==> src/rtl/adc_scan_filter.sv <==
// -----------------------------------------------------------------------------
// adc_scan_filter
//   Channel sequencer and decimating average filter placed behind the MCP3008
//   SPI reader. Steps round-robin through the enabled channels. On each channel
//   it throws away SETTLE samples, then averages 2^AVG_LOG2 samples. It emits
//   one tagged average per channel, together with an over-threshold flag.
//
// Parameters
//   CH_MASK   enabled channels, bit n = channel n (0 keeps the block idle)
//   AVG_LOG2  log2 of samples per averaging window (0..6)
//   SETTLE    samples discarded after every channel change (0..15)
//   THRESH    over-threshold compare level
//
// Ports
//   clk_50M       system clock, rising edge
//   rst           asynchronous active-low reset
//   enable        level, high = scanning
//   sample_valid  one-cycle strobe for a new conversion on sample_data
//   sample_data   10-bit raw ADC result
//   channel       channel select driven to the SPI reader
//   avg_valid     one-cycle strobe, new average on avg_data
//   avg_data      truncated window average (held between strobes)
//   avg_channel   channel that avg_data belongs to (held)
//   over_thresh   avg_data >= THRESH (held)
//   scan_done     one-cycle strobe when the highest enabled channel is emitted
// -----------------------------------------------------------------------------
module adc_scan_filter #(
  parameter logic [7:0]  CH_MASK  = 8'hFF,
  parameter int unsigned AVG_LOG2 = 3,
  parameter int unsigned SETTLE   = 1,
  parameter logic [9:0]  THRESH   = 10'd768
) (
  input  logic       clk_50M,
  input  logic       rst,
  input  logic       enable,
  input  logic       sample_valid,
  input  logic [9:0] sample_data,
  output logic [2:0] channel,
  output logic       avg_valid,
  output logic [9:0] avg_data,
  output logic [2:0] avg_channel,
  output logic       over_thresh,
  output logic       scan_done
);

  typedef enum logic [1:0] {IDLE, DISCARD, ACCUM, EMIT} state_t;

  // Lowest set bit of the mask, 0 when the mask is empty.
  function automatic logic [2:0] lowest_enabled(input logic [7:0] mask);
    logic [2:0] res;
    res = 3'd0;
    for (int i = 7; i >= 0; i--) begin
      if (mask[i]) begin
        res = 3'(i);
      end else begin
        res = res;
      end
    end
    return res;
  endfunction

  // Highest set bit of the mask, 0 when the mask is empty.
  function automatic logic [2:0] highest_enabled(input logic [7:0] mask);
    logic [2:0] res;
    res = 3'd0;
    for (int i = 0; i < 8; i++) begin
      if (mask[i]) begin
        res = 3'(i);
      end else begin
        res = res;
      end
    end
    return res;
  endfunction

  // Next enabled channel after cur, wrapping 7 -> 0. The search ends on cur
  // itself, so a single enabled channel maps onto itself.
  function automatic logic [2:0] next_enabled(input logic [7:0] mask, input logic [2:0] cur);
    logic [2:0] res;
    logic [2:0] idx;
    logic       found;
    res   = cur;
    found = 1'b0;
    for (int i = 1; i <= 8; i++) begin
      idx = cur + 3'(i);
      if (!found && mask[idx]) begin
        res   = idx;
        found = 1'b1;
      end else begin
        found = found;
      end
    end
    return res;
  endfunction

  localparam int unsigned      ACC_W      = 10 + AVG_LOG2;
  localparam int unsigned      CNT_W      = AVG_LOG2 + 1;
  localparam logic [CNT_W-1:0] WIN_LEN    = CNT_W'(1 << AVG_LOG2);
  localparam logic [3:0]       SETTLE_LEN = 4'(SETTLE);
  localparam logic [2:0]       FIRST_CH   = lowest_enabled(CH_MASK);
  localparam logic [2:0]       LAST_CH    = highest_enabled(CH_MASK);
  localparam logic             MASK_EMPTY = (CH_MASK == 8'h00);
  // State entered after every channel selection.
  localparam state_t           START_ST   = (SETTLE_LEN == 4'd0) ? ACCUM : DISCARD;

  state_t           state_r;
  logic [ACC_W-1:0] acc_r;
  logic [CNT_W-1:0] smp_cnt_r;
  logic [3:0]       disc_cnt_r;

  logic [ACC_W-1:0] acc_sum_s;
  logic [9:0]       avg_s;
  logic [CNT_W-1:0] smp_cnt_nxt_s;
  logic [3:0]       disc_cnt_nxt_s;
  logic [2:0]       next_ch_s;

  // Datapath: running sum including the current sample and its truncated average.
  always_comb begin
    acc_sum_s      = acc_r + ACC_W'(sample_data);
    // The window sum always fits in ACC_W bits, so the top 10 bits are the average.
    avg_s          = acc_sum_s[ACC_W-1:AVG_LOG2];
    smp_cnt_nxt_s  = smp_cnt_r + CNT_W'(1);
    disc_cnt_nxt_s = disc_cnt_r + 4'd1;
    next_ch_s      = next_enabled(CH_MASK, channel);
  end

  // Sequencer FSM with registered outputs.
  always_ff @(posedge clk_50M or negedge rst) begin
    if (!rst) begin
      state_r     <= IDLE;
      acc_r       <= '0;
      smp_cnt_r   <= '0;
      disc_cnt_r  <= 4'd0;
      channel     <= 3'd0;
      avg_valid   <= 1'b0;
      avg_data    <= 10'd0;
      avg_channel <= 3'd0;
      over_thresh <= 1'b0;
      scan_done   <= 1'b0;
    end else begin
      avg_valid <= 1'b0;
      scan_done <= 1'b0;
      case (state_r)
        IDLE: begin
          acc_r      <= '0;
          smp_cnt_r  <= '0;
          disc_cnt_r <= 4'd0;
          if (enable && !MASK_EMPTY) begin
            channel <= FIRST_CH;
            state_r <= START_ST;
          end else begin
            state_r <= IDLE;
          end
        end
        DISCARD: begin
          if (!enable) begin
            disc_cnt_r <= 4'd0;
            state_r    <= IDLE;
          end else if (sample_valid) begin
            if (disc_cnt_nxt_s == SETTLE_LEN) begin
              disc_cnt_r <= 4'd0;
              state_r    <= ACCUM;
            end else begin
              disc_cnt_r <= disc_cnt_nxt_s;
            end
          end else begin
            state_r <= DISCARD;
          end
        end
        ACCUM: begin
          if (!enable) begin
            // Disabling abandons the partial window, even on its last sample.
            acc_r     <= '0;
            smp_cnt_r <= '0;
            state_r   <= IDLE;
          end else if (sample_valid) begin
            if (smp_cnt_nxt_s == WIN_LEN) begin
              avg_valid   <= 1'b1;
              avg_data    <= avg_s;
              avg_channel <= channel;
              over_thresh <= (avg_s >= THRESH);
              scan_done   <= (channel == LAST_CH);
              channel     <= next_ch_s;
              acc_r       <= '0;
              smp_cnt_r   <= '0;
              state_r     <= EMIT;
            end else begin
              acc_r     <= acc_sum_s;
              smp_cnt_r <= smp_cnt_nxt_s;
            end
          end else begin
            state_r <= ACCUM;
          end
        end
        EMIT: begin
          // Strobes are high this cycle; any sample_valid here is dropped.
          if (!enable) begin
            state_r <= IDLE;
          end else begin
            state_r <= START_ST;
          end
        end
        default: begin
          state_r <= IDLE;
        end
      endcase
    end
  end

endmodule

==> config.mk <==
export PLATFORM = sky130hd
export DESIGN_NAME = adc_scan_filter
export DESIGN_NICKNAME = d
export VERILOG_FILES = /design/src/rtl/adc_scan_filter.sv
export SDC_FILE = /design/constraint.sdc
export NUM_CORES = 1
export LEC_CHECK = 0
export ABC_AREA = 1
export BUFFER_PORTS_ARGS = -buffer_cell sky130_fd_sc_hd__buf_4
export CORE_UTILIZATION = 57
export DETAILED_ROUTE_END_ITERATION = 6
export PLACE_DENSITY = 0.79
export SKIP_CTS_REPAIR_TIMING = 1
export SLEW_MARGIN = 10
export SYNTH_ARGS = -nofsm -noshare
export SYNTH_HDL_FRONTEND = slang
export SYNTH_SLANG_ARGS = --single-unit
==> constraint.sdc <==
create_clock -name clk_50M -period 2.06 [get_ports clk_50M]
set_input_delay 0.618 -clock clk_50M [delete_from_list [all_inputs] [get_ports clk_50M]]
set_output_delay 0.618 -clock clk_50M [all_outputs]
set_load 0.005 [all_outputs]
# Word-level counts from Yosys, hierarchy flattened
# Memories as Yosys holds them, arrays and structs flattened.
# Index checks and enable logic that the tools add are counted.
# totals
ff_bits	42
mem_bits_ro	64
word_cells	132
memories	8
# mem_list
name	depth	word_bits	read_ports	rd_ports_with_merged_regs	wr	line_no	rtl
(no name shown)	8	1	1	0	0	86	if (!found && mask[idx]) begin
(no name shown)	8	1	1	0	0	86	
(no name shown)	8	1	1	0	0	86	
(no name shown)	8	1	1	0	0	86	
(no name shown)	8	1	1	0	0	86	
(no name shown)	8	1	1	0	0	86	
2 more memories	--	--	--	--	--	--	
# op_classes
addsub	10
n_lt_le_gt_ge	9
eq_ne	16
mux	56
n_reduce_logical	23
# ops
op	n
13-bit two-way mux	3
3-bit two-way mux	12
3-bit by 4-bit < comparator with 1-bit output, second input constant	8
13-bit one-hot mux with 2 select lines	1
1-bit two-way mux	24
4-bit two-way mux	6
4-bit one-hot mux with 2 select lines	2
13-bit by 10-bit adder with 13-bit output	1
3-bit adder, second input constant	4
2-bit two-way mux	6
10-bit greater-or-equal comparator, second input constant	1
2-bit != test, second input constant	5
4-bit by 1-bit adder with 4-bit output, second input constant	2
4-bit != test, second input constant	2
8-bit != test, second input constant	1
1-bit logical AND	7
1-bit logical NOT	7
7-bit AND reduction	1
3-bit by 2-bit adder with 3-bit output, second input constant	2
3-bit != test, second input constant	2
2-bit one-hot mux with 3 select lines	1
3-bit one-hot mux with 2 select lines	1
2-bit AND reduction	3
2-bit == test, second input constant	2
9 further kinds	10

# Longest topological paths before layout
# Gate-level depths: netlist of the first run.
# depth
depth_word	29
mapped_depth	13
mapped_depth_nobuf	13

# Worst setup path after synthesis of the first run
# Ideal clock, no wire load.
# synth_path
kind	input port to flip-flop
from	input port sample_data[0]
to	register acc_r[10]
setup_time_ns	0.118
arrival_ns	1.879
required_ns	1.942
setup_slack_ns	0.063
path_stages	13
cell_sequence	ha_1 > inv_1 > fa_1 > inv_1 > nand3_1 > nand2_1 > nand2_1 > nand2_1 > nand2_1 > nand2_1 > nand2_1 > nand3_1 > nand2_1
# synth_between
elab_chain_cells	5
# synth_rtl
item	line_no	rtl
from (decl)	37	input logic [9:0] sample_data,
13-bit by 10-bit adder with 13-bit output	119	acc_sum_s = acc_r + ACC_W'(sample_data);
13-bit two-way mux	177	if (smp_cnt_nxt_s == WIN_LEN) begin
13-bit two-way mux	176	end else if (sample_valid) begin
13-bit two-way mux	171	if (!enable) begin
13-bit one-hot mux with 2 select lines	143	case (state_r)
to (signal assigned)	188	acc_r <= acc_sum_s;
to (decl)	107	logic [ACC_W-1:0] acc_r;
# Every way passes these cells. The select of a mux whose other input is x is not followed.
# A chain may end at the register's enable or synchronous reset.

# Worst setup path in the final report of the first run
# Same ends and word-level chain as after synthesis.

==> PnR_summary.wiki, run 1 <==
{| class="wikitable"
! Metric !! Value
|-
| Layout cells sized above 1 || 16.2%
|-
| Clock tree from TritonCTS || yes
|-
| Number of instances in the placed design || 381
|-
| Dpl cell area || 2700 sq um
|-
| Final setup TNS || 0 ps
|-
| Global-route congestion overflow total || 0
|-
| Pin count of the biggest net entering global routing || 43
|-
| Die boundary width || 66.8 microns
|-
| Final wirelength || 4890 microns
|-
| Crit path top cell by count || sky130_fd_sc_hd__nand2_1
|-
| Level count of the clock H-tree || 2
|-
| Standard-cell rows || 23
|-
| Die area || 4460 sq um
|-
| Final period util || 91.9%
|-
| First-pass GRT wire length || 8530 microns
|-
| Number of ports placed on the die boundary || 33
|-
| Startpoint type of the worst setup path || input pin
|-
| Area taken by multi-input logic gates || 1180 sq um
|-
| Max-capacitance violation count || 0
|-
| Worst setup path class || input pin to register
|-
| WP data arrival || 2090 ps
|-
| Pleak || 0.00155 uW
|-
| Number of standard cells in the layout, taps in and fillers out || 389
|-
| Filler instances || 332
|-
| Detailed-router iteration count before antenna repair || 4
|-
| #FFs+latches synth || 42
|-
| Layout Skew || 10.3 ps
|-
| Total non-filler cell area in the finished layout || 2800 sq um
|-
| Type of the tightest min-delay check || input pin to asynchronous set/reset pin
|-
| Die Height || 66.8 microns
|-
| Number of remaining DRC errors || 0
|-
| Largest area contributor in the synthesized netlist || sky130_fd_sc_hd__dfrtp_1
|-
| Number of I/O port buffers || 32
|-
| Gate count of the mapped netlist || 297
|-
| Post-synthesis sequential area ratio || 44.0%
|-
| Via total after detailed routing || 1994
|-
| Max-Slew Margin vs Limit || 65.7%
|-
| CP cell instances || buf_4 -> ha_1 -> inv_1 -> fa_1 -> inv_1 -> nand3_1 -> nand2_2 -> nand2_1 -> nand2_1 -> nand2_1 -> nand2_1 -> nand2_1 -> nand3_1 -> nand2_1
|-
| Inserted Clock Buffers || 5
|-
| Pin slew with the least headroom to its limit || 514 ps
|-
| Clock transition at path regs || 90 ps
|-
| Maximum root-to-sink buffer count || 2
|-
| Crit path max-delay family || simple AND/OR/NAND/NOR gates
|-
| Combined buffer and inverter count along the critical path || 3
|-
| Final-report setup violation count || 0
|-
| Final weighted congestion in routability-driven placement || 0.891
|-
| Number of max-slew violations in the final report || 0
|-
| Critical path's slowest cell || sky130_fd_sc_hd__fa_1
|-
| Via density || 5.13
|-
| Mapped cell area || 2390 sq um
|-
| Maximum single-stage delay on the critical path || 370 ps
|-
| WL per Instance || 12.6 microns
|-
| Final design utilization || 69.9%
|-
| PwrDens || 661 nW/um^2
|-
| Antenna Diode Count || 0
|-
| Worst EP required || 2260 ps
|-
| Kind of capture point of the worst setup path || register
|-
| Combined global-route utilization of all metal layers || 25.3%
|-
| Worst vdd rail ir drop || 492 uV
|-
| Via count of the first global-routing pass || 1951
|-
| Antenna violations before repair || 0
|-
| Area growth from synthesis to layout || 17.1%
|-
| Crit-path max FO || 4
|-
| Average size of a mapped cell || 8.05 sq um
|-
| Antenna viol nets, final || 0
|-
| Insertion delay of the later-clocked pin in the worst-skew pair || 300 ps
|-
| Nets@finish || 372
|-
| Core region area || 4000 sq um
|-
| Yosys top cell area share || 44.0%
|-
| Time the final worst path needs with I/O delays and setup || 1890 ps
|-
| Sequential cell area || 1050 sq um
|-
| Largest cells by area after synthesis || sky130_fd_sc_hd__dfrtp_1 (44%), sky130_fd_sc_hd__nand2_1 (16%), sky130_fd_sc_hd__ha_1 (9.9%), sky130_fd_sc_hd__inv_1 (5.3%), sky130_fd_sc_hd__o21ai_0 (4.4%)
|-
| Final Hold Violating Endpoints || 0
|-
| Number of sinks on the clock net || 42
|-
| Post-Syn Nets || 331
|-
| Initial core utilization || 59.7%
|-
| Overall Power || 1850 uW
|-
| Highest clock frequency the design can meet || 528 MHz
|-
| Run status || finished, final reports clean
|-
| HPWL Detailed || 3620 microns
|-
| Yosys warning count || 0
|-
| Root Buffer Master || sky130_fd_sc_hd__clkbuf_8
|-
| Distinct cells, synth || 26
|-
| Iter 0 DRT Violations || 174
|}
[placed cells by master (no fill, tap or decap), drive strengths merged]
master    count
a21oi         9
fa            1
clkbuf        5
xor2          9
nand3        16
inv          36
nand3b        1
o22ai         2
nand4         4
nor2         19
ha           19
nor3          3
o21a          1
o21ai        22
clkinvlp      2
buf          37
nand2       106
a31oi         1
a22o          2
dfrtp        42
xnor2         2
[worst paths after layout]
path / end / depth (start not counted) / slack (ps) / startpoint
worst max-delay path: acc_r[10] / 14 / 170 / sample_data[0]
worst min-delay path: avg_data[6] / 1 / 290 / rst
worst max register to register: acc_r[10] / 13 / 210 / acc_r[0]
worst min register to register: avg_data[6] / 2 / 490 / avg_data[6]
max in group asynchronous: smp_cnt_r[1] / 1 / 1420 / rst
min in group clk_50M: avg_data[6] / 2 / 490 / avg_data[6]
[sequential cells by signal (all words and copies together) (netlist names), 2 cells and up]
signal,flops
acc_r,13
avg_channel,3
avg_data,10
channel,3
disc_cnt_r,4
smp_cnt_r,4
state_r,2
[metal layers]
| metal | share of wire [%] | track usage (%) |
|---|---|---|
| met5 | 0 | 0 |
| met4 | 1.2 | 8.78 |
| met3 | 3.0 | 4.79 |
| met2 | 48 | 41.7 |
| met1 | 48 | 33.0 |
[metrics by stage]
step	setup WS, ps	hold slack, ps
2_1_floorplan	63.3	322
3_3_place_gp	-85.0	465
3_5_place_dp	-162	467
4_1_cts	166	305
5_1_grt	-4.19	334
6_report	167	291
[Yosys cell counts, drive strengths merged]
library cell / n
ha: 19
nand3: 16
nand2: 106
o22ai: 2
nor3: 3
xor2: 9
a22o: 2
xnor2: 2
inv: 35
o21a: 1
nand3b: 1
nor2: 19
fa: 1
nand4: 4
a31oi: 1
buf: 3
dfrtp: 42
a21oi: 9
o21ai: 22
[logic make-up after synthesis]
kind of cell | count (synthesis) | synth area share (%)
simple gates | 149 | 26.2
flops | 42 | 44.0
buf+inv | 38 | 6.65
compound gates | 37 | 8.32
fa+ha+maj | 20 | 10.8
xor+xnor | 11 | 4.03
[layout make-up]
cell class / instances / share of cell area, %
Inverter: 35 / 4.70
Clock buffer: 5 / 2.46
Timing Repair Buffer: 37 / 9.93
Clock inverter: 3 / 0.850
Multi-Input combinational cell: 217 / 42.3
Tap cell: 50 / 2.24
Sequential cell: 42 / 37.6
[report_power, final]
group / leakage, uW / switching (uW) / total, uW / internal (uW)
clock: 0.0000408 / 305 / 547 / 242
combinational: 0.000928 / 274 / 425 / 152
sequential: 0.000584 / 22.4 / 877 / 855
(Power assumes the default switching activity.)
==> run 2, diff against run 1 <==
--- a/config.mk
+++ b/config.mk
@@ -9,6 +9,7 @@
 export BUFFER_PORTS_ARGS = -buffer_cell sky130_fd_sc_hd__buf_4
 export CORE_UTILIZATION = 57
 export DETAILED_ROUTE_END_ITERATION = 6
+export GPL_TIMING_DRIVEN = 0
 export PLACE_DENSITY = 0.79
 export SKIP_CTS_REPAIR_TIMING = 1
 export SLEW_MARGIN = 10
==> PnR_summary.wiki, run 2 (synthesis results as in run 1) <==
{| class="wikitable"
! Metric !! Value
|-
| Combined global-route utilization of all metal layers || 24.3% (was 25.3%)
|-
| Via density || 5.17 (was 5.13)
|-
| Detailed-router iteration count before antenna repair || 4 (unchanged)
|-
| Worst EP required || 2260 ps (about the same)
|-
| WL per Instance || 12.2 microns (was 12.6 microns)
|-
| Clock transition at path regs || 90 ps (about the same)
|-
| Area growth from synthesis to layout || 16.5% (was 17.1%)
|-
| Startpoint type of the worst setup path || input pin (unchanged)
|-
| Final wirelength || 4730 microns (was 4890 microns)
|-
| Final weighted congestion in routability-driven placement || 0.869 (was 0.891)
|-
| PwrDens || 650 nW/um^2 (was 661 nW/um^2)
|-
| Overall Power || 1810 uW (was 1850 uW)
|-
| First-pass GRT wire length || 8170 microns (was 8530 microns)
|-
| Crit path top cell by count || sky130_fd_sc_hd__nand2_1 (unchanged)
|-
| Type of the tightest min-delay check || input pin to asynchronous set/reset pin (unchanged)
|-
| Worst vdd rail ir drop || 411 uV (was 492 uV)
|-
| Via count of the first global-routing pass || 1907 (was 1951)
|-
| Number of sinks on the clock net || 42 (unchanged)
|-
| Max-Slew Margin vs Limit || 65.8% (was 65.7%)
|-
| Register with the highest flop count || acc_r (unchanged)
|-
| Nets@finish || 370 (was 372)
|-
| Inserted Clock Buffers || 5 (unchanged)
|-
| Global-route congestion overflow total || 0 (unchanged)
|-
| Antenna violations before repair || 0 (unchanged)
|-
| Final setup TNS || 0 ps (unchanged)
|-
| Worst slack after detailed placement || -211 ps (was -162 ps)
|-
| Run status || finished, final reports clean (unchanged)
|-
| Time the final worst path needs with I/O delays and setup || 1910 ps (was 1890 ps)
|-
| Die area || 4460 sq um (unchanged)
|-
| Pin slew with the least headroom to its limit || 513 ps (was 514 ps)
|-
| Root Buffer Master || sky130_fd_sc_hd__clkbuf_8 (unchanged)
|-
| Number of remaining DRC errors || 0 (unchanged)
|-
| Maximum single-stage delay on the critical path || 400 ps (was 370 ps)
|-
| Number of ports placed on the die boundary || 33 (unchanged)
|-
| Number of max-slew violations in the final report || 0 (unchanged)
|-
| Crit-path max FO || 4 (unchanged)
|-
| WP data arrival || 2110 ps (was 2090 ps)
|-
| Slack of the worst reg-to-reg path || 180 ps (was 210 ps)
|-
| Antenna viol nets, final || 0 (unchanged)
|-
| Standard-cell rows || 23 (unchanged)
|-
| Layout cells sized above 1 || 15.7% (was 16.2%)
|-
| Clock tree from TritonCTS || yes (unchanged)
|-
| Number of flip-flops in the largest register || 13 (unchanged)
|-
| Pleak || 0.00155 uW (about the same)
|-
| Registers with the most flip-flops || acc_r: 13 flops, avg_data: 10 flops (unchanged)
|-
| Number of I/O port buffers || 32 (unchanged)
|-
| Most frequent standard cell in the layout excluding fill and tap cells || sky130_fd_sc_hd__nand2_1 (unchanged)
|-
| Crit path max-delay family || simple AND/OR/NAND/NOR gates (unchanged)
|-
| Unrepaired setup endpoints after global routing || false
|-
| Layout Skew || 6.43 ps (was 10.3 ps)
|-
| Max-capacitance violation count || 0 (unchanged)
|-
| Leading cell types in the layout, fill and taps excluded || sky130_fd_sc_hd__nand2_1 (102), sky130_fd_sc_hd__dfrtp_1 (42), sky130_fd_sc_hd__inv_1 (34) (was sky130_fd_sc_hd__nand2_1 (102), sky130_fd_sc_hd__dfrtp_1 (42), sky130_fd_sc_hd__buf_4 (37))
|-
| Via total after detailed routing || 2002 (was 1994)
|-
| Final period util || 92.6% (was 91.9%)
|-
| Highest clock frequency the design can meet || 524 MHz (was 528 MHz)
|-
| Antenna Diode Count || 0 (unchanged)
|-
| Worst setup slack after layout || 152 ps (was 167 ps)
|-
| Level count of the clock H-tree || 2 (unchanged)
|-
| Combined buffer and inverter count along the critical path || 3 (unchanged)
|-
| CP cell instances || buf_4 -> ha_1 -> inv_1 -> fa_1 -> inv_1 -> nand3_1 -> nand2_2 -> nand2_1 -> nand2_1 -> nand2_1 -> nand2_1 -> nand2_1 -> nand3_1 -> nand2_1 (unchanged)
|-
| Die boundary width || 66.8 microns (unchanged)
|-
| Maximum root-to-sink buffer count || 2 (unchanged)
|-
| HPWL Detailed || 3560 microns (was 3620 microns)
|-
| Critical path's slowest cell || sky130_fd_sc_hd__fa_1 (unchanged)
|-
| Final Hold Violating Endpoints || 0 (unchanged)
|-
| Core region area || 4000 sq um (unchanged)
|-
| Final-report setup violation count || 0 (unchanged)
|-
| Kind of capture point of the worst setup path || register (unchanged)
|-
| Insertion delay of the later-clocked pin in the worst-skew pair || 300 ps (about the same)
|-
| Iter 0 DRT Violations || 80 (was 174)
|-
| Pin count of the biggest net entering global routing || 43 (unchanged)
|-
| Worst setup path class || input pin to register (unchanged)
|-
| Initial core utilization || 59.7% (unchanged)
|-
| Die Height || 66.8 microns (unchanged)
|}
-- run 2: cell types whose count changed in the layout (fill, tap and decap cells not counted) --
cell / delta
sky130_fd_sc_hd__inv_6: -1
sky130_fd_sc_hd__buf_2: +1
sky130_fd_sc_hd__clkinv_4: +1
sky130_fd_sc_hd__buf_4: -5
sky130_fd_sc_hd__clkinvlp_4: -1
sky130_fd_sc_hd__buf_6: +2
sky130_fd_sc_hd__clkinv_2: +1
-- run 2: power breakdown --
group          internal, uW  switching [uW]  leakage (uW)
clock network           238             300     0.0000441
logic                   129             267      0.000921
registers               855            22.3      0.000584
-- run 2: path summary, 6_finish.rpt --
| check | from | cells past startpoint | endpoint |
|---|---|---|---|
| min in group clk_50M | avg_data[6] | 2 | avg_data[6] |
| worst min register to register | avg_data[6] | 2 | avg_data[6] |
| worst min-delay path | rst | 1 | avg_data[3] |
| worst max-delay path | sample_data[0] | 14 | acc_r[10] |
| worst max register to register | acc_r[0] | 13 | acc_r[10] |
| max in group asynchronous | rst | 1 | acc_r[9] |
-- run 2: cell type report --
type                       count  area [sq um]
buffer                         3          27.5
clock buffer                   5          68.8
clock inverter                 3          21.3
fill                         333          1210
inverter                      35           131
multi-input combinational    217          1180
sequential                    42          1050
tap                           50          62.6
timing repair buffer          32           240
-- run 2: metal layers --
| metal | vias up | share of wire [%] | GRT usage [%] |
|---|---|---|---|
| met3 | 9 | 4.0 | 4.62 |
| met4 | 0 | 1.9 | 10.4 |
| met5 | - | 0 | 0 |
| li1 | 1025 | - | - |
| met2 | 47 | 46 | 39.6 |
| met1 | 921 | 48 | 31.3 |
-- run 2: through the flow --
step / std cells / hold WS [ps] / area, sq um / utilization, %
2_1_floorplan: 297 / 322 / 2390 / -
3_3_place_gp: 379 / 463 / 2690 / 67.3
3_5_place_dp: 379 / 468 / 2690 / 67.3
4_1_cts: 387 / 301 / 2780 / 69.6
5_1_grt: 387 / 336 / 2790 / 69.6
6_report: 387 / 291 / 2790 / 69.6
-- run 2: worst register-to-register path: cells and delay by family, from the launching register on --
| kind | cells | cell delay [ps] |
|---|---|---|
| AND/OR/NAND/NOR | 9 | 680 |
| adder cells (fa/ha/maj) | 2 | 600 |
| flip-flops | 1 | 350 |
| buffers and inverters | 2 | 150 |
